**src/rtl/pcie_phy_pkg.sv**
```systemverilog
// Shared PHY constants and the per-byte Gen1/Gen2 scrambler step.
// scramble_byte is chained once per byte position in the lane datapath.
package pcie_phy_pkg;

    localparam logic [7:0]  COM_K         = 8'hBC;
    localparam logic [7:0]  SKP_K         = 8'h1C;
    localparam logic [15:0] SCRAMBLE_SEED = 16'hFFFF;

    typedef enum logic [0:0] {
        REG_BYPASS,
        REG_SKID_BUFFER
    } reg_type_e;

    // Returns {data_out, lfsr_out}. K symbols are never XORed. COM reseeds,
    // SKP leaves the LFSR untouched, and every other symbol advances it 8 steps.
    function automatic logic [23:0] scramble_byte(
        input logic [15:0] lfsr_in,
        input logic [7:0]  data,
        input logic        k
    );
        logic [15:0] lfsr;
        logic [7:0]  data_out;
        lfsr     = lfsr_in;
        data_out = data;
        if (k && data == COM_K) begin
            lfsr = SCRAMBLE_SEED;
        end else if (!(k && data == SKP_K)) begin
            for (int i = 0; i < 8; i++) begin
                if (!k) begin
                    data_out[i] = data[i] ^ lfsr[15];
                end
                // Galois step: x^16 + x^5 + x^4 + x^3 + 1
                lfsr = {lfsr[14:0], lfsr[15]} ^ {10'd0, {3{lfsr[15]}}, 3'd0};
            end
        end
        return {data_out, lfsr};
    endfunction

endpackage

```
**src/rtl/axis_register.sv**
```systemverilog
// AXI-Stream output register stage. The registered mode accepts a new beat
// whenever the stage is empty or is being drained in the same cycle.
module axis_register
    import pcie_phy_pkg::*;
#(
    parameter int        DATA_WIDTH  = 32,
    parameter int        KEEP_WIDTH  = DATA_WIDTH / 8,
    parameter int        USER_WIDTH  = 1,
    parameter bit        USER_ENABLE = 1'b1,
    parameter reg_type_e REG_TYPE    = REG_SKID_BUFFER
) (
    input  logic                  clk,
    input  logic                  srst,
    input  logic [DATA_WIDTH-1:0] s_axis_tdata,
    input  logic [KEEP_WIDTH-1:0] s_axis_tkeep,
    input  logic                  s_axis_tvalid,
    input  logic                  s_axis_tlast,
    input  logic [USER_WIDTH-1:0] s_axis_tuser,
    output logic                  s_axis_tready,
    output logic [DATA_WIDTH-1:0] m_axis_tdata,
    output logic [KEEP_WIDTH-1:0] m_axis_tkeep,
    output logic                  m_axis_tvalid,
    output logic                  m_axis_tlast,
    output logic [USER_WIDTH-1:0] m_axis_tuser,
    input  logic                  m_axis_tready
);

    generate
        if (REG_TYPE == REG_BYPASS) begin : g_bypass
            assign m_axis_tdata  = s_axis_tdata;
            assign m_axis_tkeep  = s_axis_tkeep;
            assign m_axis_tvalid = s_axis_tvalid;
            assign m_axis_tlast  = s_axis_tlast;
            assign m_axis_tuser  = USER_ENABLE ? s_axis_tuser : '0;
            assign s_axis_tready = m_axis_tready;
        end else begin : g_reg
            logic                  valid_reg;
            logic [DATA_WIDTH-1:0] data_reg;
            logic [KEEP_WIDTH-1:0] keep_reg;
            logic                  last_reg;
            logic [USER_WIDTH-1:0] user_reg;

            assign s_axis_tready = !valid_reg || m_axis_tready;

            always_ff @(posedge clk) begin
                if (srst) begin
                    valid_reg <= 1'b0;
                end else if (s_axis_tready) begin
                    valid_reg <= s_axis_tvalid;
                end
            end

            always_ff @(posedge clk) begin
                if (s_axis_tvalid && s_axis_tready) begin
                    data_reg <= s_axis_tdata;
                    keep_reg <= s_axis_tkeep;
                    last_reg <= s_axis_tlast;
                    user_reg <= s_axis_tuser;
                end
            end

            assign m_axis_tdata  = data_reg;
            assign m_axis_tkeep  = keep_reg;
            assign m_axis_tvalid = valid_reg;
            assign m_axis_tlast  = last_reg;
            assign m_axis_tuser  = USER_ENABLE ? user_reg : '0;
        end
    endgenerate

endmodule

```
**src/rtl/pcie_gen12_scrambler.sv**
```systemverilog
// Multi-lane Gen1/Gen2 scrambler: per-lane LFSR chained across the 4 bytes of
// a beat, ordered-set bypass decided at start of packet, registered AXIS output.
module pcie_gen12_scrambler
    import pcie_phy_pkg::*;
#(
    parameter int MAX_NUM_LANES = 4,
    parameter int DATA_WIDTH    = 32,
    parameter int KEEP_WIDTH    = DATA_WIDTH / 8,
    parameter int USER_WIDTH    = 4,
    parameter bit SHARED_K      = 1'b1
) (
    input  logic                                clk_i,
    input  logic                                rst_i,
    input  logic                                scramble_disable_i,
    input  logic [DATA_WIDTH*MAX_NUM_LANES-1:0] s_axis_tdata,
    input  logic [KEEP_WIDTH*MAX_NUM_LANES-1:0] s_axis_tkeep,
    input  logic                                s_axis_tvalid,
    input  logic                                s_axis_tlast,
    input  logic [USER_WIDTH*MAX_NUM_LANES-1:0] s_axis_tuser,
    output logic                                s_axis_tready,
    output logic [DATA_WIDTH*MAX_NUM_LANES-1:0] m_axis_tdata,
    output logic [KEEP_WIDTH*MAX_NUM_LANES-1:0] m_axis_tkeep,
    output logic                                m_axis_tvalid,
    output logic                                m_axis_tlast,
    output logic [USER_WIDTH*MAX_NUM_LANES-1:0] m_axis_tuser,
    input  logic                                m_axis_tready
);

    localparam int BYTES = DATA_WIDTH / 8;

    logic                                accept;
    logic                                in_os_reg;
    logic                                sop_reg;
    logic                                in_os_eff;
    logic                                bypass;
    logic                                unused_tuser;
    logic [USER_WIDTH*MAX_NUM_LANES-1:0] k_flags;
    logic [DATA_WIDTH*MAX_NUM_LANES-1:0] scr_data;

    assign accept       = s_axis_tvalid && s_axis_tready;
    // Only a packet opening with COM on lane 0 is treated as an ordered set.
    assign in_os_eff    = sop_reg ? (k_flags[0] && s_axis_tdata[7:0] == COM_K) : in_os_reg;
    assign bypass       = in_os_eff || scramble_disable_i;
    assign unused_tuser = ^s_axis_tuser;

    generate
        for (genvar gi = 0; gi < MAX_NUM_LANES; gi++) begin : g_lane
            logic [15:0]           lfsr_reg;
            logic [15:0]           lfsr_next;
            logic [23:0]           res;
            logic [DATA_WIDTH-1:0] lane_data;

            if (SHARED_K) begin : g_shared_k
                assign k_flags[USER_WIDTH*gi +: USER_WIDTH] = s_axis_tuser[USER_WIDTH-1:0];
            end else begin : g_lane_k
                assign k_flags[USER_WIDTH*gi +: USER_WIDTH] = s_axis_tuser[USER_WIDTH*gi +: USER_WIDTH];
            end

            always_comb begin
                lfsr_next = lfsr_reg;
                res       = '0;
                lane_data = '0;
                for (int b = 0; b < BYTES; b++) begin
                    res = scramble_byte(lfsr_next, s_axis_tdata[DATA_WIDTH*gi + 8*b +: 8],
                                        k_flags[USER_WIDTH*gi + b]);
                    lane_data[8*b +: 8] = bypass ? s_axis_tdata[DATA_WIDTH*gi + 8*b +: 8]
                                                 : res[23:16];
                    lfsr_next = res[15:0];
                end
            end

            assign scr_data[DATA_WIDTH*gi +: DATA_WIDTH] = lane_data;

            always_ff @(posedge clk_i) begin
                if (rst_i) begin
                    lfsr_reg <= SCRAMBLE_SEED;
                end else if (accept) begin
                    lfsr_reg <= lfsr_next;
                end
            end
        end
    endgenerate

    always_ff @(posedge clk_i) begin
        if (rst_i) begin
            in_os_reg <= 1'b0;
            sop_reg   <= 1'b1;
        end else if (accept) begin
            in_os_reg <= s_axis_tlast ? 1'b0 : in_os_eff;
            sop_reg   <= s_axis_tlast;
        end
    end

    axis_register #(
        .DATA_WIDTH  (DATA_WIDTH * MAX_NUM_LANES),
        .KEEP_WIDTH  (KEEP_WIDTH * MAX_NUM_LANES),
        .USER_WIDTH  (USER_WIDTH * MAX_NUM_LANES),
        .USER_ENABLE (1'b1),
        .REG_TYPE    (REG_SKID_BUFFER)
    ) u_out_reg (
        .clk           (clk_i),
        .srst          (rst_i),
        .s_axis_tdata  (scr_data),
        .s_axis_tkeep  (s_axis_tkeep),
        .s_axis_tvalid (s_axis_tvalid),
        .s_axis_tlast  (s_axis_tlast),
        .s_axis_tuser  (k_flags),
        .s_axis_tready (s_axis_tready),
        .m_axis_tdata  (m_axis_tdata),
        .m_axis_tkeep  (m_axis_tkeep),
        .m_axis_tvalid (m_axis_tvalid),
        .m_axis_tlast  (m_axis_tlast),
        .m_axis_tuser  (m_axis_tuser),
        .m_axis_tready (m_axis_tready)
    );

endmodule

```
**config.mk**
```make
export PLATFORM = sky130hd
export DESIGN_NAME = pcie_gen12_scrambler
export DESIGN_NICKNAME = d
export VERILOG_FILES = /design/src/rtl/pcie_phy_pkg.sv /design/src/rtl/axis_register.sv /design/src/rtl/pcie_gen12_scrambler.sv
export SDC_FILE = /design/constraint.sdc
export NUM_CORES = 1
export LEC_CHECK = 0
export BUFFER_PORTS_ARGS = -buffer_cell sky130_fd_sc_hd__buf_4
export CORE_ASPECT_RATIO = 1.4
export CORE_MARGIN = 8
export CORE_UTILIZATION = 30
export CTS_CLUSTER_DIAMETER = 100
export DETAILED_ROUTE_END_ITERATION = 8
export HOLD_SLACK_MARGIN = 0.03
export PLACE_DENSITY_LB_ADDON = 0.1
export SETUP_SLACK_MARGIN = 0.1
export SLEW_MARGIN = 0
export SYNTH_ARGS = -nofsm -noshare
export SYNTH_HDL_FRONTEND = slang
export SYNTH_SLANG_ARGS = --single-unit
```
**constraint.sdc**
```tcl
create_clock -name clk_i -period 11.3 [get_ports clk_i]
set_input_delay 2.26 -clock clk_i [delete_from_list [all_inputs] [get_ports clk_i]]
set_output_delay 2.26 -clock clk_i [all_outputs]
set_load 0.005 [all_outputs]
```
==> results of run 1 <==
## worst min-delay path by stage
| stage | depth (start not counted) | slack [ns] | endpoint | start |
|---|---|---|---|---|
| 2_1_floorplan | 2 | 0.43 | in_os_reg$_SDFFE_PP0P_ | in_os_reg$_SDFFE_PP0P_ |
| 3_3_place_gp | 2 | 0.44 | in_os_reg$_SDFFE_PP0P_ | in_os_reg$_SDFFE_PP0P_ |
| 3_5_place_dp | 2 | 0.44 | in_os_reg$_SDFFE_PP0P_ | in_os_reg$_SDFFE_PP0P_ |
| 4_1_cts | 2 | 0.45 | in_os_reg$_SDFFE_PP0P_ | in_os_reg$_SDFFE_PP0P_ |
| 5_1_grt | 2 | 0.48 | in_os_reg$_SDFFE_PP0P_ | in_os_reg$_SDFFE_PP0P_ |
| 6_report | 2 | 0.45 | in_os_reg$_SDFFE_PP0P_ | in_os_reg$_SDFFE_PP0P_ |
## layout by cell type (no fill, tap or decap), types with 8 or more instances in the layout
| cell | netlist | final |
|---|---|---|
| sky130_fd_sc_hd__buf_4 | 13 | 335 |
| sky130_fd_sc_hd__xnor2_1 | 305 | 305 |
| sky130_fd_sc_hd__nand2_1 | 199 | 199 |
| sky130_fd_sc_hd__nor2_1 | 200 | 196 |
| sky130_fd_sc_hd__edfxtp_1 | 149 | 149 |
| sky130_fd_sc_hd__xor2_1 | 125 | 125 |
| sky130_fd_sc_hd__a21oi_1 | 94 | 94 |
| sky130_fd_sc_hd__dfxtp_1 | 67 | 67 |
| sky130_fd_sc_hd__o21ai_0 | 64 | 64 |
| sky130_fd_sc_hd__o22ai_1 | 48 | 48 |
| sky130_fd_sc_hd__nand2b_1 | 28 | 27 |
| sky130_fd_sc_hd__nand3_1 | 27 | 27 |
| sky130_fd_sc_hd__clkbuf_16 | 0 | 27 |
| sky130_fd_sc_hd__mux2i_1 | 25 | 25 |
| sky130_fd_sc_hd__nor3_1 | 24 | 24 |
| sky130_fd_sc_hd__o22a_1 | 20 | 20 |
| sky130_fd_sc_hd__a221oi_1 | 19 | 19 |
| sky130_fd_sc_hd__inv_1 | 18 | 17 |
| sky130_fd_sc_hd__o32a_1 | 17 | 17 |
| sky130_fd_sc_hd__and2_1 | 16 | 16 |
| sky130_fd_sc_hd__and3_1 | 15 | 15 |
| sky130_fd_sc_hd__or3_1 | 15 | 15 |
| sky130_fd_sc_hd__o211ai_1 | 14 | 14 |
| sky130_fd_sc_hd__nand4b_1 | 13 | 13 |
| sky130_fd_sc_hd__a31oi_1 | 13 | 13 |
| sky130_fd_sc_hd__a22oi_1 | 12 | 12 |
| sky130_fd_sc_hd__a211oi_1 | 12 | 12 |
| sky130_fd_sc_hd__nor4b_1 | 9 | 9 |
| sky130_fd_sc_hd__nor4_1 | 9 | 9 |
| sky130_fd_sc_hd__or2_2 | 9 | 9 |
| sky130_fd_sc_hd__a2bb2oi_1 | 9 | 9 |
| sky130_fd_sc_hd__o21ai_1 | 8 | 8 |
## metrics by stage
step	hold slack (ns)	worst slack [ns]	std cells	util [%]	area [um2]
4_1_cts	0.453	5.01	2851	37.3	20600
3_5_place_dp	0.445	4.39	2802	35.6	19600
3_3_place_gp	0.441	4.35	2802	35.6	19600
6_report	0.452	4.98	2851	37.3	20600
5_1_grt	0.476	4.67	2851	37.3	20600
2_1_floorplan	0.432	3.74	1870	-	16700
## cells by family (layout without fill, tap and decap cells)
family / Yosys count / in the layout / synth area share, %
multiplexers: 32 / 32 / 1.97
XOR/XNOR: 444 / 444 / 24.4
AND/OR/NAND/NOR: 602 / 602 / 17.1
flip-flops: 216 / 216 / 34.8
buffers and inverters: 150 / 403 / 3.73
AO/OA/AOI/OAI: 426 / 426 / 18.0
## per-layer routing
layer,track usage (%),up-vias
met2,35.1,537
met5,0,-
met4,9.15,0
met3,3.68,136
li1,-,7118
met1,23.1,7163
## layout make-up
class | instances | area (um2)
Inverter | 19 | 78.8
Multi-Input combinational cell | 1504 | 10300
Clock buffer | 36 | 747
Fill cell | 5709 | 34600
Tap cell | 728 | 911
Sequential cell | 216 | 5820
Clock inverter | 13 | 225
Timing Repair Buffer | 335 | 2510
## worst reg2reg max path, cell delays in order (launching register included)
cell and delay, ns:
sky130_fd_sc_hd__dfxtp_1 0.58, sky130_fd_sc_hd__xor3_1 0.48, sky130_fd_sc_hd__o32a_1 0.21, sky130_fd_sc_hd__o22ai_1 0.64, sky130_fd_sc_hd__xnor2_1 0.22, sky130_fd_sc_hd__xnor2_1 0.14, sky130_fd_sc_hd__o21ai_0 0.15, sky130_fd_sc_hd__a41oi_1 0.75
sky130_fd_sc_hd__xnor2_1 0.23, sky130_fd_sc_hd__xnor2_1 0.19, sky130_fd_sc_hd__xnor2_1 0.14, sky130_fd_sc_hd__a221oi_1 0.24
==> results.md, run 1 <==
- In this run the standard cell core region covers 0.0551 mm2.
- The flip-flop and latch count after synthesis is 216.
- At the end of routability-driven placement, the weighted congestion stood at 0.903.
- The max-slew violation count came to 0.
- Summed over its instances, the top area cell type makes up 26.8% of the synthesized netlist area.
- Clock tree synthesis inserted a total of 27 buffers.
- The number of antenna-violating nets in the routed design is 0.
- Ranked by total cell area, the synthesized netlist is headed by sky130_fd_sc_hd__edfxtp_1 (27%), sky130_fd_sc_hd__xnor2_1 (16%), sky130_fd_sc_hd__dfxtp_1 (8.0%).
- The setup-violating endpoint count in the final report is 0.
- The number of cells on the critical path is 12.
- In this run the cell area of the synthesized design comes to 0.0167 mm2.
- Synthesis produced 1870 cells.
- The largest single stage delay on the critical path is 0.96 ns.
- The share of cells above drive strength 1 is a little over 20%.
- The arrival time reported for the critical path endpoint is 6.79 ns.
- The die boundary width is 215 um.
- Relative to the synthesized area, the layout overhead comes to 23.2%.
- The routed via count divided by cell count is 5.25.
- The post-CTS resize count is 0.
- On the critical path, the stage with the largest delay is an instance of sky130_fd_sc_hd__nor3_1.
- Summed over all instances, the cell type with the most area after synthesis is sky130_fd_sc_hd__edfxtp_1.
- The slack of the worst reg-to-reg path is 7.25 ns.
- The number of enable-type register cells in the synthesized netlist is 149.
- The top routing layer in use is met4.
- The beginning of the worst register-to-register path is g_lane[2].lfsr_reg[14]$_SDFFE_PP1P_.
- Headroom to the max-slew limit came out at 27.8%.
- In the final design database the tool counted approximately 2300 nets.
- The via total after detailed routing is 15000.
- The number of global-route vias before repair is approximately 15000.
- By instance count, the leading cell after synthesis is sky130_fd_sc_hd__xnor2_1.
- In this run the worst path has a maximum fanout of 16.
- By count the netlist is led by sky130_fd_sc_hd__xnor2_1 (305), sky130_fd_sc_hd__nor2_1 (200), sky130_fd_sc_hd__nand2_1 (199).
- The synthesized net count is 2036.
- The register clock-pin slew on the reported worst setup and hold paths is 0.06 ns.
- The number of ports placed on the die boundary is 329.
- The most frequent cell on the critical path is sky130_fd_sc_hd__xnor2_1.
- Together, buffers and inverters on the worst path number 1.
- In this run the core area contains 102 standard-cell rows.
- The largest clock skew in the final design is roughly 0.026 ns.
- For this block, wires on met1 add up to 26600 um.
- Tracing the worst setup path back leads to its startpoint at s_axis_tuser[0].
- The total grt overflow is 0.
- The Yosys step of the flow raised 0 warnings.
- The detailed-placement wirelength estimate is 50900 um.
- The first routing iteration left 1002 violations.
- The number of antenna violations at the first check in global routing came to 2.
- The category of the critical setup timing path is input pin to flop.
- The post-layout minimum cycle time is roughly 6.3 ns.
- Dividing the detail-routed wire length by the instance count gives 23.2 um.
- The number of clock sinks is roughly 220.
- The worst-skew pair later-pin latency is 0.57 ns.
- The number of buffers on the longest clock path is 3.
- The sort of element at the start of the critical path is an input pin.
- TritonCTS built the clock tree.
- Setup repair after global routing left no endpoint under its margin.
- At the pin with the least slew margin, the transition time is 1.07 ns.
- The critical path goes through buf_4, nand4b_1, nor3_1, o22a_1, mux2i_1, xnor2_1, a21o_1, a21oi_1, a211oi_2, xnor2_2, xnor2_1, a221oi_1.
- In the global route stage, overall resource usage came out at 19.9%.
- The final clock period utilization by the worst path is 55.9%.
- The DRC violations left is 0.
- The total negative slack for setup checks is 0 ns.
- The worst setup path is captured at a flop.
- The share of flip-flops with an asynchronous set or reset is 0%.
- 0 antenna diodes ended up in the layout.
- The largest delay contributor family on the critical path is compound AO/OA/AOI/OAI gates.
- The maximum number of pins on one net before global-route repair is 113.
- The tree is rooted in a sky130_fd_sc_hd__clkbuf_16.
- The first-pass detailed-route iteration total is 5.
- The count of buffers inserted at the top-level ports is 316.
- The count of cell types in the netlist is 89.
- In this run the post-CTS setup repair buffer count came out at 0.
- The proportion of synthesized chip area in sequential cells is 34.8%.
- CTS built an H-tree with a depth of 1.
- The effective utilization at floorplan is 30.3%.
- Dividing the synthesized area by the synthesized cell count gives 8.93 um2.
- The main flop type after synthesis is sky130_fd_sc_hd__edfxtp_1.
- For this design, the CTS-stage hold fixing added 0 buffers.
- The die is 295 um tall.
- The count of endpoints failing hold in the final timing report is 0.
- The first global-routing pass estimated 97900 um of wire.
- The total length of routed met3 wires is 3850 um.
- In this run the worst setup path terminates at g_lane[3].lfsr_reg[5]$_SDFFE_PP1P_.
- The reported max-cap violation count is 0.
- Data on the critical path is required at its endpoint by 11.77 ns.
- Measured in cells, the most critical reg-to-reg path has a length of 11.
- The run finished with clean final reports.
- The die outline area is ~0.064 mm2.
- The maximum frequency from static timing analysis is 0.158 GHz.
- The flip-flop count of the largest register, all copies and words added is 128.
- The length of routed met2 wiring is 32500 um.
- The routed wire length is 66100 um.
- The worst register-to-register path ends at g_lane[2].lfsr_reg[10]$_SDFFE_PP1P_.
- The worst min-delay path category is flop to flop.
Power of run 1 is left out: the tool's default activity adds up to more than one toggle a clock period on the data nets, which glitch-free logic cannot reach.
==> run 2: changes to the inputs <==
- clock period: 11.3 -> 6.25 ns (I/O delays scaled with it)
==> results.md, run 2 (synthesis gave the netlist of run 1 again) <==
- The count of endpoints failing hold in the final timing report is 0 (unchanged).
- The number of cell rows is 102 (unchanged).
- The final weighted congestion in routability-driven placement is 0.903 (unchanged).
- The effective utilization at floorplan is 30.3% (unchanged).
- The final routed wire length divided by cell count came to 23.2 um (about the same).
- The number of instances on the worst hold path is 2 (unchanged).
- The reported max-cap violation count is 0 (unchanged).
- The setup-violating endpoint count in the final report is 0 (unchanged).
- The number of antenna-violating nets in the routed design was 0 (unchanged).
- The DRC violations left is 0 (unchanged).
- The filler cell count in the final layout is 5752 (+0.75%).
- The number of buffers on the longest clock path is 3 (unchanged).
- The number of diodes is 0 (unchanged).
- The routed wire length is 66900 um (+1.2%).
- The run finished with clean final reports.
- The register clock-pin slew on the reported worst setup and hold paths was 0.06 ns (about the same).
- The floorplan die height is 295 um (unchanged).
- The startpoint identified for the worst register-to-register timing path is g_lane[1].lfsr_reg[14]$_SDFFE_PP1P_.
- The max-slew violation count is 0 (unchanged).
- The count of buffering cells on the critical path with inverters included is 2 (+1).
- The via total after detailed routing is 15100 (+1.2%).
- The number of antenna violations at the first check in global routing came to 2 (unchanged).
- The most common cell after layout, fill and taps aside is sky130_fd_sc_hd__buf_4.
- The launch instance of the worst min-delay path is in_os_reg$_SDFFE_PP0P_.
- The number of clock sinks was 216 (unchanged).
- The number of global-route vias before repair is 15400 (+1.4%).
- The die boundary width is 215 um (unchanged).
- The total grt overflow is 0 (unchanged).
- The count of buffers inserted at the top-level ports is 316 (unchanged).
- The count of hold-fix buffers inserted at cts is 0 (unchanged).
- The number of ports placed on the die boundary was 329 (unchanged).
- The wire length of the first global-routing pass is 99700 um (+1.8%).
- The cell count of the worst reg-to-reg path is 11 (unchanged).
- The tree is rooted in a sky130_fd_sc_hd__clkbuf_16.
- The post-layout minimum cycle time is ~4.8 ns.
- The headroom to the max-slew limit is 27.3% (-0.56 points).
- Leaving out fill and tap cells, the most frequent cells in the layout are sky130_fd_sc_hd__buf_4 (367), sky130_fd_sc_hd__xnor2_1 (305), sky130_fd_sc_hd__nand2_1 (199).
- The maximum number of pins on one net before global-route repair was 118 (+4.4%).
- The most frequent cell on the critical path is sky130_fd_sc_hd__xnor2_1.
- The worst hold path terminates at in_os_reg$_SDFFE_PP0P_.
- The slew at the pin with the worst max-slew slack came to 1.09 ns (+0.0167 ns).
- The arrival time reported for the critical path endpoint was 5.27 ns (-1.52 ns).
- The highest fanout seen on the critical path is 10 (-6).
- TritonCTS built the clock tree.
- The worst-skew pair later-pin latency was 0.57 ns (about the same).
- The worst setup path is launched from an input pin.
- The reg-to-reg endpoint is u_out_reg.m_axis_tdata[59]$_DFFE_PP_.
- The flip-flop count of the largest register, all copies and words added is 128 (unchanged).
- The peak per-stage delay on the critical path is 0.62 ns (-0.34 ns).
- Compared with the post-synthesis result, the final layout area differs by 24.2%.
- Setup repair after global routing left no endpoint under its margin.
- The die outline area came to 0.0636 mm2 (unchanged).
- The maximum level of the CTS H-tree is 1 (unchanged).
- The slack of the worst reg-to-reg path is 2.38 ns (-4.87 ns).
- The area of the placeable core is 0.0551 mm2 (unchanged).
- The category of the critical setup timing path is input pin to flop.
- The share of cells above drive strength 1 was 21.5% (+1.2 points).
- Derived from the worst setup path, the maximum achievable clock frequency is between 0.2 and 0.25 GHz.
- The slowest stage of the critical path belongs to the cell sky130_fd_sc_hd__a2bb2oi_1.
- The first-pass detailed-route iteration total is 7 (+2).
- The worst path required time is 6.74 ns (-5.03 ns).
- The aggregate global-route resource usage was 20.1% (+0.27 points).
- The endpoint class of the critical path is a flop.
- The routed via count divided by cell count is 5.24 (about the same).
- The buffer count from post-CTS setup fixing came to 0 (unchanged).
- The largest delay contributor family on the critical path is compound AO/OA/AOI/OAI gates.
- The number of buffers inserted during clock tree synthesis is 28 (+3.7%).
- The total negative slack for setup checks is 0 ns (unchanged).
- The worst min-delay path category is flop to flop.
- Of the available clock period, the critical path in the final layout requires 76.4%.
- The post-CTS resize count was 0 (unchanged).
- Walking the worst path, the cells encountered are buf_4, nor3b_1, and3_1, a2bb2oi_1, xnor2_1, xnor2_1, o21ai_0, nor2_1, a211oi_2, buf_4, xor2_1, xnor2_1, xnor2_1, a21oi_1.
- The number of design-rule violations left by the first detailed-router iteration is 1001 (-0.10%).
- The net count reported at finish is 2302 (+1.5%).
- The largest clock skew in the final design came to 0.0208 ns (-0.00496 ns).
- The detailed-placement wirelength estimate came to 51400 um (+1.0%).
## run 2: cell count changes in the layout (fill, tap and decap cells not counted)
cell,before,now
sky130_fd_sc_hd__inv_8,1,2
sky130_fd_sc_hd__clkinv_1,2,7
sky130_fd_sc_hd__inv_4,1,0
sky130_fd_sc_hd__clkbuf_1,4,2
sky130_fd_sc_hd__clkbuf_4,2,0
sky130_fd_sc_hd__clkinv_2,2,6
sky130_fd_sc_hd__bufinv_16,6,2
sky130_fd_sc_hd__buf_4,335,367
sky130_fd_sc_hd__clkinv_4,1,4
sky130_fd_sc_hd__clkbuf_8,3,0
sky130_fd_sc_hd__clkbuf_16,27,29
sky130_fd_sc_hd__inv_6,1,0
sky130_fd_sc_hd__clkinvlp_4,1,2
## run 2: worst reg2reg max path, stage by stage, from the launching register on
cell and delay, ns:
sky130_fd_sc_hd__dfxtp_1 0.69, sky130_fd_sc_hd__xor2_1 0.17, sky130_fd_sc_hd__xnor2_1 0.19, sky130_fd_sc_hd__o22a_1 0.22
sky130_fd_sc_hd__o22ai_2 0.43, sky130_fd_sc_hd__xor2_1 0.25, sky130_fd_sc_hd__xor2_1 0.10, sky130_fd_sc_hd__a21oi_1 0.31
sky130_fd_sc_hd__xor2_1 0.15, sky130_fd_sc_hd__a311oi_1 0.75, sky130_fd_sc_hd__nor2_1 0.11, sky130_fd_sc_hd__xor2_1 0.30
## run 2: routing by layer
layer | track usage, % | share of wire [%] | up-vias
li1 | - | - | 7204
met1 | 23.9 | 41 | 7252
met2 | 35.9 | 50 | 561
met3 | 3.49 | 5.6 | 114
met4 | 7.83 | 3.9 | 0
met5 | 0 | 0 | -
## run 2: cell type report
| type | count | area (um2) | area share [%] |
|---|---|---|---|
| Multi-Input combinational cell | 1504 | 10300 | 49.6 |
| Sequential cell | 216 | 5820 | 28.0 |
| Timing Repair Buffer | 367 | 2760 | 13.3 |
| Tap cell | 728 | 911 | 4.39 |
| Clock buffer | 31 | 733 | 3.53 |
| Clock inverter | 21 | 174 | 0.838 |
| Inverter | 19 | 78.8 | 0.380 |
## run 2: worst max-delay path by stage
stage / slack (ns) / to / start / cells past startpoint
after floorplan: 1.73 / g_lane[3].lfsr_reg[9]$_SDFFE_PP1P_ / s_axis_tdata[96] / 13
after global placement: 0.95 / g_lane[2].lfsr_reg[4]$_SDFFE_PP1P_ / s_axis_tuser[0] / 12
after detailed placement: 0.92 / g_lane[2].lfsr_reg[5]$_SDFFE_PP1P_ / s_axis_tuser[1] / 12
after CTS: 1.54 / g_lane[2].lfsr_reg[4]$_SDFFE_PP1P_ / s_axis_tuser[0] / 12
after global routing: 1.19 / g_lane[1].lfsr_reg[7]$_SDFFE_PP1P_ / s_axis_tuser[0] / 14
final: 1.48 / g_lane[1].lfsr_reg[7]$_SDFFE_PP1P_ / s_axis_tuser[0] / 14
## run 2: stage by stage
stage               utilization (%)  setup slack (ns)  std cells  instance area (um2)  hold slack, ns
floorplan                         -              1.73       1870                16700           0.432
global placement               36.0             0.950       2834                19800           0.443
detailed placement             36.0             0.924       2834                19800           0.452
CTS                            37.6              1.54       2886                20700           0.463
global route                   37.6              1.19       2886                20700           0.488
finish                         37.6              1.48       2886                20700           0.466
Power of run 2 is left out for the same reason.
==> run 3: changes to the inputs <==
- ABC_AREA: not set -> 1
- clock period: 6.25 -> 4.2 ns (I/O delays scaled with it)
==> results.md, run 3 <==
- In the finished design, the share of the clock period the worst path needs comes to 82.2%.
- The die boundary width was 235 um (+8.9%).
- The flip-flop and latch count after synthesis is 216 (unchanged).
- The maximum level of the CTS H-tree was 1 (unchanged).
- The buffer count from post-CTS setup fixing is 0 (unchanged).
- The number of cell rows is 112 (+9.8%).
- The total negative slack for setup checks came to 0 ns (unchanged).
- Leaving out fill and tap cells, the most frequent cell in the layout is sky130_fd_sc_hd__nand2_1.
- The routed via count divided by cell count is 4.88 (-7.0%).
- The share of cells above drive strength 1 is 17.7% (-3.8 points).
- The worst path required time came to 4.68 ns (-2.06 ns).
- The highest fanout seen on the critical path came to 18 (+8).
- The endpoint class of the critical path is a flop.
- STA classifies the critical path startpoint as an input pin.
- The number of antenna-violating nets in the routed design is 0 (unchanged).
- The worst-skew pair later-pin latency was 0.59 ns (+0.02 ns).
- The register clock-pin slew on the reported worst setup and hold paths is 0.06 ns (about the same).
- The final non-filler cell area came to 0.0242 mm2 (+16%).
- The root buffer cell chosen for the clock tree is sky130_fd_sc_hd__clkbuf_16.
- The largest clock skew in the final design was 0.0180 ns (-0.00289 ns).
- The aggregate global-route resource usage came to 19.5% (-0.66 points).
- The slew at the pin with the worst max-slew slack came to 0.917 ns (-0.174 ns).
- The via total after detailed routing is 21000 (+39%).
- The count of endpoints failing hold in the final timing report was 0 (unchanged).
- The number of warnings issued by yosys is 0 (unchanged).
- The area share of the leading cell type in the synthesized netlist is 24.2% (-2.6 points).
- The maximum number of pins on one net before global-route repair is 99 (-16%).
- The net count reported at finish is 3591 (+56%).
- Setup repair after global routing left no endpoint under its margin.
- The synthesized net count came to 3333 (+64%).
- The area of the placeable core is 0.0664 mm2 (+20%).
- The static leakage is 0.0126 uW.
- Summed over all instances, the cell type with the most area after synthesis is sky130_fd_sc_hd__nand2_1.
- The multi-input logic area was 0.0123 mm2 (+20%).
- The total placed instance area is 0.0232 mm2 (+17%).
- The number of design-rule violations left by the first detailed-router iteration was 1547 (+55%).
- The flip-flop count of the largest register, all copies and words added is 128 (unchanged).
- The total grt overflow is 0 (unchanged).
- The effective utilization at floorplan is 30.2% (-0.085 points).
- The count of cell types in the netlist was 43 (-52%).
- The wire length of the first global-routing pass was 116000 um (+16%).
- The filler cell count in the final layout was 7324 (+27%).
- For this design, the slowest cell found on the critical path is sky130_fd_sc_hd__nor2_4.
- The setup-violating endpoint count in the final report is 0 (unchanged).
- The per-instance average area after synthesis was 6.34 um2 (-29%).
- The routed wire length came to 76500 um (+14%).
- The floorplan die height came to 322 um (+9.1%).
- The number of enable-type register cells in the synthesized netlist is 149 (unchanged).
- The share of flip-flops with an asynchronous set or reset came to 0% (unchanged).
- The final weighted congestion in routability-driven placement is 0.900 (-0.33%).
- The number of ports placed on the die boundary came to 329 (unchanged).
- The number of buffers inserted during clock tree synthesis is 27 (-3.6%).
- Ranked by instance count, the synthesized netlist is headed by sky130_fd_sc_hd__nand2_1 (1293), sky130_fd_sc_hd__nand3_1 (332), sky130_fd_sc_hd__inv_1 (300).
- The proportion of synthesized chip area in sequential cells is 29.0% (-5.8 points).
- The CTS tree is yes.
- The number of buffers on the longest clock path is 3 (unchanged).
- The final routed wire length divided by cell count is 17.8 um (-23%).
- The post-CTS resize count is 0 (unchanged).
- The die outline area is 0.0755 mm2 (+19%).
- The headroom to the max-slew limit is 38.7% (+11 points).
- The min-delay analysis places its worst path in the category input pin to flop.
- In the layout the commonest cells are sky130_fd_sc_hd__nand2_1 (1292), sky130_fd_sc_hd__buf_4 (359), sky130_fd_sc_hd__nand3_1 (332).
- The number of clock sinks came to 216 (unchanged).
- The count of buffers inserted at the top-level ports was 316 (unchanged).
- Traced cell by cell, the critical path runs through buf_4, nand2_2, nor2_4, nand3_4, inv_2, nand2_1, nand3_1, nand2_1, nand3_1, nand2_1, nand2_1, nand2_1, nand3_1, inv_1, nor2_1, nand3_1, nand2_1, nand2_1, nand3_1, nand2_1, nand2_1, nand2_1.
- The peak per-stage delay on the critical path is 0.32 ns (-0.30 ns).
- The dominant cell by count in the synthesized netlist is sky130_fd_sc_hd__nand2_1.
- The run finished with clean final reports.
- The cell count of the worst reg-to-reg path came to 20 (+9).
- In the synthesized netlist the dominant register cell turns out to be sky130_fd_sc_hd__edfxtp_1.
- Derived from the worst setup path, the maximum achievable clock frequency is 0.290 GHz.
- The first-pass detailed-route iteration total is 5 (-2).
- Among the stages of the critical path, the cell type that occurs most often is sky130_fd_sc_hd__nand2_1.
- Compared with the post-synthesis result, the final layout area differs by 20.4%.
- The peak supply drop is 0.435 mV.
- The detailed-placement wirelength estimate is 59700 um (+16%).
- In the post-synthesis netlist, the biggest area contributors are sky130_fd_sc_hd__nand2_1 (24%), sky130_fd_sc_hd__edfxtp_1 (22%), sky130_fd_sc_hd__nand3_1 (8.3%).
- The max-slew violation count is 0 (unchanged).
- The post-synth design cell area came to 0.0201 mm2 (+20%).
- The post-layout minimum cycle time is 3.45 ns.
- The DRC violations left is 0 (unchanged).
- The count of hold-fix buffers inserted at cts is 0 (unchanged).
- The arrival time reported for the critical path endpoint is 3.93 ns (-1.34 ns).
- The number of global-route vias before repair is 20200 (+31%).
- The combined flip-flop and latch cell area is 0.00582 mm2 (unchanged).
- The instance count of the mapped netlist is 3167 (+69%).
- The final cell count without fillers is 4302 (+49%).
- The power per cell area is between 1000 and 1500 mW/mm2.
- The number of instances on the worst hold path is 1 (-1).
- The worst setup path is of the input pin to flop kind.
- The number of antenna violations at the first check in global routing is 3 (+1).
- The cell total after placement is 4251 (+50%).
- The reported max-cap violation count is 0 (unchanged).
run 3: cell count changes in the layout (fill, tap and decap cells not counted), sizes merged, moves of 28 or more:
cell and change:
nand2 +1151, nor2 -40, xor2 +33, xnor2 -242, nand4 +56, inv +311, a21oi +89, nand3 +362
nand2b -28, o22ai -40
run 3: cells by family after synthesis:
kind of cell    synth area share (%)
compound gates                  7.19
xor+xnor                        9.69
simple gates                    44.5
buf+inv                         9.67
flops                           29.0
run 3: path summary, 6_finish.rpt:
check,slack (ns),startpoint,endpoint
max,0.75,s_axis_tuser[0],g_lane[0].lfsr_reg[5]$_SDFFE_PP1P_
min reg2reg,0.48,in_os_reg$_SDFFE_PP0P_,in_os_reg$_SDFFE_PP0P_
max reg2reg,1.01,g_lane[2].lfsr_reg[13]$_SDFFE_PP1P_,g_lane[2].lfsr_reg[3]$_SDFFE_PP1P_
min,0.43,s_axis_tkeep[5],u_out_reg.m_axis_tkeep[5]$_DFFE_PP_
run 3: worst max-delay path: cells and delay by family:
family	cells	cell delay, ns
buf+inv	3	0.49
simple gates	19	2.56
run 3: area by class of cell:
type	instances	area share [%]
antenna	1	0.0104
clock buffer	36	3.19
clock inverter	14	0.673
inverter	339	5.30
multi-input combinational	2481	51.1
sequential	216	24.1
tap	855	4.43
timing repair buffer	360	11.2
run 3: metal layers:
layer	GRT usage [%]	wire length, um
met3	3.38	4690
met2	34.5	37300
met1	23.2	32000
met5	0	16
met4	7.27	2590
run 3: power by group:
group	leakage (uW)	internal, uW	switching (uW)	total (uW)
logic	0.0102	6030	12900	18900
registers	0.00200	2840	570	3410
clock network	0.000461	1480	1040	2520
run 3: stage by stage:
step / hold slack, ns / power [uW] / util (%) / worst slack [ns]
6_report: 0.432 / 24900 / 36.4 / 0.746
2_1_floorplan: 0.445 / 16900 / - / 0.529
3_5_place_dp: 0.467 / 22300 / 35.0 / 0.163
4_1_cts: 0.378 / 25000 / 36.4 / 0.799
5_1_grt: 0.392 / 27600 / 36.4 / 0.458
3_3_place_gp: 0.452 / 22100 / 35.0 / 0.183
(Power assumes the default switching activity.)
